**config.mk**
```make
export PLATFORM = sky130hd
export DESIGN_NAME = softmax_max_sub
export DESIGN_NICKNAME = d
export VERILOG_FILES = /design/src/rtl/softmax_max_sub_pkg.sv /design/src/rtl/softmax_max_sub_fp_sub.sv /design/src/rtl/softmax_max_sub.sv
export SDC_FILE = /design/constraint.sdc
export NUM_CORES = 1
export LEC_CHECK = 0
export BUFFER_PORTS_ARGS = -buffer_cell sky130_fd_sc_hd__buf_2
export CAP_MARGIN = 20
export CORE_ASPECT_RATIO = 0.8
export CORE_MARGIN = 2
export CORE_UTILIZATION = 40
export DETAILED_ROUTE_END_ITERATION = 16
export GPL_TIMING_DRIVEN = 0
export PLACE_DENSITY = 0.6
export SLEW_MARGIN = 20
export SYNTH_ARGS = -nofsm -noshare
export SYNTH_HDL_FRONTEND = slang
export SYNTH_SLANG_ARGS = --single-unit
```
**constraint.sdc**
```tcl
create_clock -name clk -period 35.9 [get_ports clk]
set_clock_uncertainty 0.2 [all_clocks]
set_input_delay 7.18 -clock clk [delete_from_list [all_inputs] [get_ports clk]]
set_output_delay 7.18 -clock clk [all_outputs]
set_load 0.005 [all_outputs]
```
**src/rtl/softmax_max_sub_pkg.sv**
```systemverilog
// Shared definitions for the softmax pre-exponential stage: binary32 field
// layout, FSM encodings and a leading-one helper used by the subtractor.
package softmax_max_sub_pkg;

    localparam int SIGN_BIT = 31;
    localparam int EXP_MSB  = 30;
    localparam int EXP_LSB  = 23;
    localparam int MANT_W   = 23;
    localparam int EXP_BIAS = 127;

    // Extended mantissa: hidden bit, fraction and three guard bits.
    localparam int EXT_W     = MANT_W + 4;
    localparam int MAX_SHIFT = 26;

    localparam logic [31:0] FP_NEG_INF = 32'hFF800000;

    localparam logic [1:0] ST_LOAD = 2'd0;
    localparam logic [1:0] ST_CALC = 2'd1;
    localparam logic [1:0] ST_EMIT = 2'd2;

    typedef struct packed {
        logic                       sign;
        logic [EXP_MSB-EXP_LSB:0]   exp;
        logic [MANT_W-1:0]          mant;
    } fp32_t;

    function automatic logic [4:0] lead_pos(input logic [EXT_W-1:0] v);
        logic [4:0] pos;
        pos = '0;
        for (int i = 0; i < EXT_W; i++) begin
            if (v[i]) pos = 5'(i);
        end
        return pos;
    endfunction

endpackage

```
**src/rtl/softmax_max_sub_fp_sub.sv**
```systemverilog
// Combinational binary32 x - m for m >= x: truncating, flush-to-zero,
// alignment shift clamped, result always non-positive.
module fp_sub
    import softmax_max_sub_pkg::*;
(
    input  logic [31:0] x,
    input  logic [31:0] m,
    output logic [31:0] diff
);

    fp32_t              xf;
    fp32_t              mf;
    logic [EXT_W-1:0]   x_ext;
    logic [EXT_W-1:0]   m_ext;
    logic [EXT_W-1:0]   big_ext;
    logic [EXT_W-1:0]   small_ext;
    logic [EXT_W-1:0]   small_sh;
    logic [7:0]         big_exp;
    logic [7:0]         small_exp;
    logic [7:0]         exp_gap;
    logic [4:0]         shift;
    logic [EXT_W:0]     mag;
    logic [EXT_W-1:0]   norm;
    logic [4:0]         lead;
    logic [4:0]         lz;
    logic signed [9:0]  res_exp;
    logic               x_bigger;

    always_comb begin
        xf = x;
        mf = m;
        x_ext = (xf.exp == '0) ? '0 : {1'b1, xf.mant, 3'b000};
        m_ext = (mf.exp == '0) ? '0 : {1'b1, mf.mant, 3'b000};

        // Magnitude order decides which operand gets aligned; the sign of
        // the result is already known to be negative.
        x_bigger  = {xf.exp, x_ext} > {mf.exp, m_ext};
        big_ext   = x_bigger ? x_ext : m_ext;
        small_ext = x_bigger ? m_ext : x_ext;
        big_exp   = x_bigger ? xf.exp : mf.exp;
        small_exp = x_bigger ? mf.exp : xf.exp;

        exp_gap  = big_exp - small_exp;
        shift    = (exp_gap > 8'(MAX_SHIFT)) ? 5'(MAX_SHIFT) : exp_gap[4:0];
        small_sh = small_ext >> shift;

        if (xf.sign == mf.sign) begin
            mag = {1'b0, big_ext} - {1'b0, small_sh};
        end else begin
            mag = {1'b0, big_ext} + {1'b0, small_sh};
        end

        lead = lead_pos(mag[EXT_W-1:0]);
        lz   = 5'(EXT_W - 1) - lead;
        if (mag[EXT_W]) begin
            norm    = mag[EXT_W:1];
            res_exp = $signed({2'b00, big_exp}) + 10'sd1;
        end else begin
            norm    = mag[EXT_W-1:0] << lz;
            res_exp = $signed({2'b00, big_exp}) - $signed({5'b00000, lz});
        end

        if (mag == '0 || res_exp <= 10'sd0) begin
            diff = 32'h0;
        end else if (res_exp >= 10'sd255) begin
            diff = FP_NEG_INF;
        end else begin
            diff = {1'b1, res_exp[7:0], norm[EXT_W-2 -: MANT_W]};
        end
    end

endmodule

```
**src/rtl/softmax_max_sub.sv**
```systemverilog
// Buffers N binary32 scores while tracking their maximum, then streams
// x_i - max one element per handshake to the exponential unit.
module softmax_max_sub
    import softmax_max_sub_pkg::*;
#(
    parameter int DATA_WIDTH = 32,
    parameter int N          = 8
) (
    input  logic                  clk,
    input  logic                  reset,
    input  logic                  in_valid,
    output logic                  in_ready,
    input  logic [DATA_WIDTH-1:0] in_data,
    output logic                  out_valid,
    input  logic                  out_ready,
    output logic [DATA_WIDTH-1:0] out_data,
    output logic                  out_last
);

    localparam int IDX_W = $clog2(N);
    localparam logic [IDX_W-1:0] LAST_IDX = IDX_W'(N - 1);

    logic [1:0]            state;
    logic [IDX_W-1:0]      idx;
    logic [DATA_WIDTH-1:0] buf_r [N];
    logic [DATA_WIDTH-1:0] max_r;
    logic [DATA_WIDTH-1:0] out_r;
    logic                  last_r;
    logic [DATA_WIDTH-1:0] sub_res;
    logic                  accept;

    // Sign-magnitude ordering; +0 and -0 are equal, so neither is greater.
    function automatic logic fp_gt(input logic [31:0] a, input logic [31:0] b);
        if (a[SIGN_BIT] != b[SIGN_BIT]) begin
            return !a[SIGN_BIT] && !(a[30:0] == '0 && b[30:0] == '0);
        end else if (!a[SIGN_BIT]) begin
            return a[30:0] > b[30:0];
        end else begin
            return a[30:0] < b[30:0];
        end
    endfunction

    assign in_ready  = (state == ST_LOAD);
    assign out_valid = (state == ST_EMIT);
    assign out_last  = (state == ST_EMIT) && last_r;
    assign out_data  = out_r;
    assign accept    = in_valid && in_ready;

    fp_sub u_fp_sub (
        .x    (buf_r[idx]),
        .m    (max_r),
        .diff (sub_res)
    );

    always_ff @(posedge clk) begin
        if (accept) buf_r[idx] <= in_data;
    end

    always_ff @(posedge clk) begin
        if (reset) begin
            state  <= ST_LOAD;
            idx    <= '0;
            max_r  <= '0;
            out_r  <= '0;
            last_r <= 1'b0;
        end else begin
            case (state)
                ST_LOAD: begin
                    if (in_valid) begin
                        // Strict compare keeps the first of equal maxima.
                        if (idx == '0 || fp_gt(in_data, max_r)) max_r <= in_data;
                        if (idx == LAST_IDX) begin
                            idx   <= '0;
                            state <= ST_CALC;
                        end else begin
                            idx <= idx + IDX_W'(1);
                        end
                    end
                end
                ST_CALC: begin
                    out_r  <= sub_res;
                    last_r <= (idx == LAST_IDX);
                    state  <= ST_EMIT;
                end
                ST_EMIT: begin
                    if (out_ready) begin
                        if (last_r) begin
                            idx   <= '0;
                            state <= ST_LOAD;
                        end else begin
                            idx   <= idx + IDX_W'(1);
                            state <= ST_CALC;
                        end
                    end
                end
                default: state <= ST_LOAD;
            endcase
        end
    end

endmodule
```
## Yosys cells after proc, flatten, opt, wreduce, memory -nomap -nowiden

Memories as Yosys holds them, arrays and structs flattened. A register that Yosys moved wholly into a read port is not among the register bits.
Cells that the tools add are included.

| word-level totals | value |
|---|---|
| register bits | 70 |
| latch bits | 0 |
| memory bits (writable) | 256 |
| memory bits (read-only) | 0 |
| input port bits | 36 |
| memories kept | 1 |

Memory list:

| memory | words | width | read ports | clocked after memory_dff | write ports | line | source |
|---|---|---|---|---|---|---|---|
| buf_r | 8 | 32 | 1 | 1 | 1 | softmax_max_sub.sv:25 | `logic [DATA_WIDTH-1:0] buf_r [N];` |

| cells by class | value |
|---|---|
| add/sub/neg operators | 7 |
| multipliers | 0 |
| div/mod/pow operators | 0 |
| magnitude comparators | 6 |
| eq/ne operators | 8 |
| shift-type cells | 2 |
| muxes and demuxes | 57 |
| bitwise logic cells | 0 |
| reduce and logical (&&, ||, !) cells | 19 |

Operators with widths:

| operator | count |
|---|---|
| two-way mux 27 bit | 4 |
| logical NOT 31 bit | 2 |
| two-way mux 5 bit | 12 |
| greater-than comparator 35 bit | 1 |
| two-way mux 32 bit | 1 |
| two-way mux 4 bit | 8 |
| greater-than comparator 31 bit | 1 |
| < comparator 31 bit | 1 |
| two-way mux 31 bit | 1 |
| two-way mux 3 bit | 10 |
| adder 27 x 27 -> 28 bit | 1 |
| logical NOT 28 bit | 1 |
| two-way mux 28 bit | 1 |
| subtractor 27 x 27 -> 28 bit | 1 |
| << shifter 27 x 5 -> 26 bit | 1 |
| >> shifter 27 x 5 -> 27 bit | 1 |
| two-way mux 26 bit | 1 |
| logical NOT 8 bit | 2 |
| two-way mux 8 bit | 2 |
| >= comparator 10 x 9 -> 1 bit (second input constant) | 1 |
| <= comparator 10 x 1 -> 1 bit (second input constant) | 1 |
| two-way mux 10 bit | 1 |
| two-way mux 2 bit | 5 |
| adder 8 x 1 -> 9 bit (second input constant) | 1 |
| other kinds (22) | 38 |

## Depth between registers and ports, before layout

| logic depth | value |
|---|---|
| depth after elaboration | 42 |
| gate-level depth with buffers | 85 |

## Modules after synthesis

From an unflattened synthesis, not the netlist that was laid out.

| second synthesis, totals | value |
|---|---|
| cells, all modules | 2412 |
| area total of the unflattened synthesis | 23500.0 µm² |

By module, submodules not included:

| module | instances | cells an instance | area an instance (µm²) | sequential area each (µm²) |
|---|---|---|---|---|
| softmax_max_sub | 1 | 840 | 13472.9 | 9148.8 |
| fp_sub | 1 | 1572 | 10027.1 | 0.0 |

## Least setup slack after synthesis

No wires, ideal clock.

| path | value |
|---|---|
| path kind | reg2reg |
| start | reg with a tool-made name |
| end | reg out_r[10] (netlist: out_data[10]) |
| library setup time | 0.130 ns |
| data arrival time | 15.742 ns |
| slack | 19.828 ns |
| stages on the path, launching flop included | 84 |
| period minus slack after synthesis | 16.072 ns |
| cells stage by stage | dfxtp_1 buf_6 buf_6 buf_6 mux4_2 nor4_1 mux2i_1 nor3_4 buf_6 buf_4 nor2_1 ha_1 a21oi_1 o21ai_1 a221o_1 o31ai_1 o21a_2 buf_4 [48 not listed] clkbuf_1 buf_2 buf_2 ha_1 xnor2_1 clkbuf_1 clkbuf_1 ha_1 a21oi_1 xnor2_1 nand2_1 o31a_1 nor2b_1 nand4_1 or4_4 nor2_1 buf_4 o31ai_1 |

RTL lines:

| item | line | source |
|---|---|---|
| end signal, assigned | softmax_max_sub.sv:81 | `out_r <= sub_res;` |
| end, declared | softmax_max_sub.sv:27 | `logic [DATA_WIDTH-1:0] out_r;` |

==> results.sh <==
export IMPL_path_max_fanout=11
export IMPL_cts_buffers=35
export IMPL_grt_start_max_net_pins=22
export IMPL_dieArea_um2=58600
export IMPL_die_h_um=217
export IMPL_gp_congestion=0.979
export IMPL_antenna_cells=0
export IMPL_period_needed_ns=21.87
export IMPL_cp_arrival_ns=22.09
export IMPL_die_w_um=270
export IMPL_rsz0062_at_grt="false"
export IMPL_syn_to_final_growth_pct=11.8
export IMPL_synth_flop_cell="edfxtp_1"
export IMPL_slowest_delay_ns=0.90
export IMPL_ys_ff_latch=329
export IMPL_post_cts_buffers=0
export IMPL_hold_class="reg2reg"
export IMPL_hold_viol=0
export IMPL_firstDrtPassIters=6
export IMPL_critPathKind="reg2reg"
export IMPL_required_ns=36.12
export IMPL_nets=2527
export IMPL_drt_iter0_markers=2391
export IMPL_clock_path_buffers=3
export IMPL_routed_via_density=6.11
export IMPL_fmax_mhz=45.7
export IMPL_slew_headroom=0.229
export IMPL_yosysUniqueCellTypes=112
export IMPL_clk_pin_slew_ns=0.06
export IMPL_first_global_vias=18400
export IMPL_syn_avg_cell_area_um2=10.0
export IMPL_wl_per_cell_um=23.6
export IMPL_portBuffers=70
export IMPL_cts_resized=0
export IMPL_io_pins=71
export IMPL_route_detailed_drc=0
export IMPL_clock_sinks=329
export IMPL_outcome="completed"
export IMPL_setup_viol=0
export IMPL_grtUsageTotal=0.253
export IMPL_yosysWarnings=0
export IMPL_start_util=0.407
export IMPL_cpMaxStageDelayCell="a211oi_1"
export IMPL_place_hpwl_um=58000
export IMPL_syn_inst=2262
export IMPL_overflow=0
export IMPL_start_kind="register"
export IMPL_cts_hold_repair_buffers=0
export IMPL_syn_num_nets=2405
export IMPL_clk_latency_ns=0.56
export IMPL_cts_tree="built"
export IMPL_cp_num_buf_inv=19
export IMPL_drt_wl_total_um=74700
export IMPL_vias=19300
export IMPL_fillers=5307
export IMPL_htreeDepth=2
export IMPL_core_um2=55600
export IMPL_async_reset_ff_frac=0
export IMPL_max_slew_worst_pin_slew_ns=1.15
export IMPL_cts_root_buf="clkbuf_16"
export IMPL_slew_violations=0
export IMPL_seq_area_frac_synth=0.404
export IMPL_grt_antenna_before_repair=1
export IMPL_synth_cell_area_um2=22700
export IMPL_maxCapViolCount=0
export IMPL_ant_nets=0
export IMPL_synth_edf_count=256
export IMPL_cp_top_family="buffers and inverters"
export IMPL_fin_crit_sh=0.609
export IMPL_path_common_cell="clkbuf_1"
export IMPL_totalNegativeSetupSlack_ns=0
export IMPL_drive_gt1_frac=0.131
export IMPL_num_rows=77
export IMPL_grt_pass1_wl_um=114000
export IMPL_end_kind="register"
-- cells by family after synthesis --
family                     count (synthesis)  share of synthesized area
and+or+nand+nor                          763                      0.158
adders and majority gates                107                     0.0594
DFF                                      329                      0.404
AOI/OAI and AO/OA                        573                      0.171
xor gates and xnor gates                  54                     0.0215
buffers and inverters                    207                     0.0383
muxes                                    229                      0.147
-- per-stage QoR --
step / instance area (µm²) / setup slack (ns) / utilization / hold slack, ns / std cells
floorplan: 22700 / 19.83 / - / 0.243 / 2262
global placement: 23900 / 14.63 / 0.431 / 0.233 / 3082
detailed placement: 24200 / 14.73 / 0.436 / 0.235 / 3097
CTS: 25300 / 14.60 / 0.456 / 0.248 / 3159
global route: 25300 / 12.42 / 0.456 / 0.268 / 3159
finish: 25300 / 14.03 / 0.456 / 0.244 / 3159
-- layout make-up --
cell class	instances	area (µm²)	share of cell area
tap	750	938	0.0370
clock inverter	17	156	0.00617
sequential	329	9150	0.361
timing repair buffer	85	576	0.0227
multi-input combinational	1726	12700	0.501
buffer	123	552	0.0218
inverter	84	315	0.0124
clock buffer	45	945	0.0373
-- final timing paths --
kind	startpoint	endpoint	slack (ns)	cells past startpoint
max	register	out_data[13]	14.03	75
min reg2reg	out_data[20]	out_data[20]	0.24	2
max reg2reg	register	out_data[13]	14.03	75
min	out_data[20]	out_data[20]	0.24	2
-- routing by layer --
metal | global-route usage | wire (µm) | up-vias
met4 | 0.0587 | 1600 | 0
met2 | 0.363 | 30900 | 857
met3 | 0.0509 | 6570 | 88
met1 | 0.388 | 35600 | 9468
met5 | 0 | 0 | -
li1 | - | - | 8875
-- tightest hold or removal path, stage by stage, from the launching register on --
cell and delay (ns):
dfxtp_1 0.32, nand2_1 0.05, o31ai_1 0.05
-- cell usage in the layout (no fill, tap or decap), types with 32 or more instances in the layout --
master,Yosys,layout
edfxtp_1,256,256
dfxtp_1,73,73
ha_1,106,106
clkbuf_1,83,91
nand3_1,62,62
inv_1,80,80
nor3_1,47,45
a21o_1,32,32
buf_2,20,90
xnor2_1,33,33
a21oi_1,129,129
nor2_1,220,214
o31ai_1,38,38
o21ai_0,134,133
clkbuf_16,0,36
nand2_1,232,232
mux2i_1,131,131
mux4_2,80,80
-- synth_stat cells, types with 47 or more instances --
cell / number / share of area
clkbuf_1: 83 / 0.014
mux4_2: 80 / 0.080
a21oi_1: 129 / 0.029
nand2_1: 232 / 0.038
mux2i_1: 131 / 0.058
nand3_1: 62 / 0.014
edfxtp_1: 256 / 0.34
dfxtp_1: 73 / 0.065
nor3_1: 47 / 0.010
ha_1: 106 / 0.059
nor2_1: 220 / 0.036
o21ai_0: 134 / 0.030
inv_1: 80 / 0.013
-- state kept, by name, summed over array words and instances (netlist names), named ones only --
name      count
out_data     32
idx           3
state         2
buf_r       256
last_r        1
max_r        32
Power is left out: the tool's default activity adds up to more than one toggle a clock period on the data nets, which glitch-free logic cannot reach.
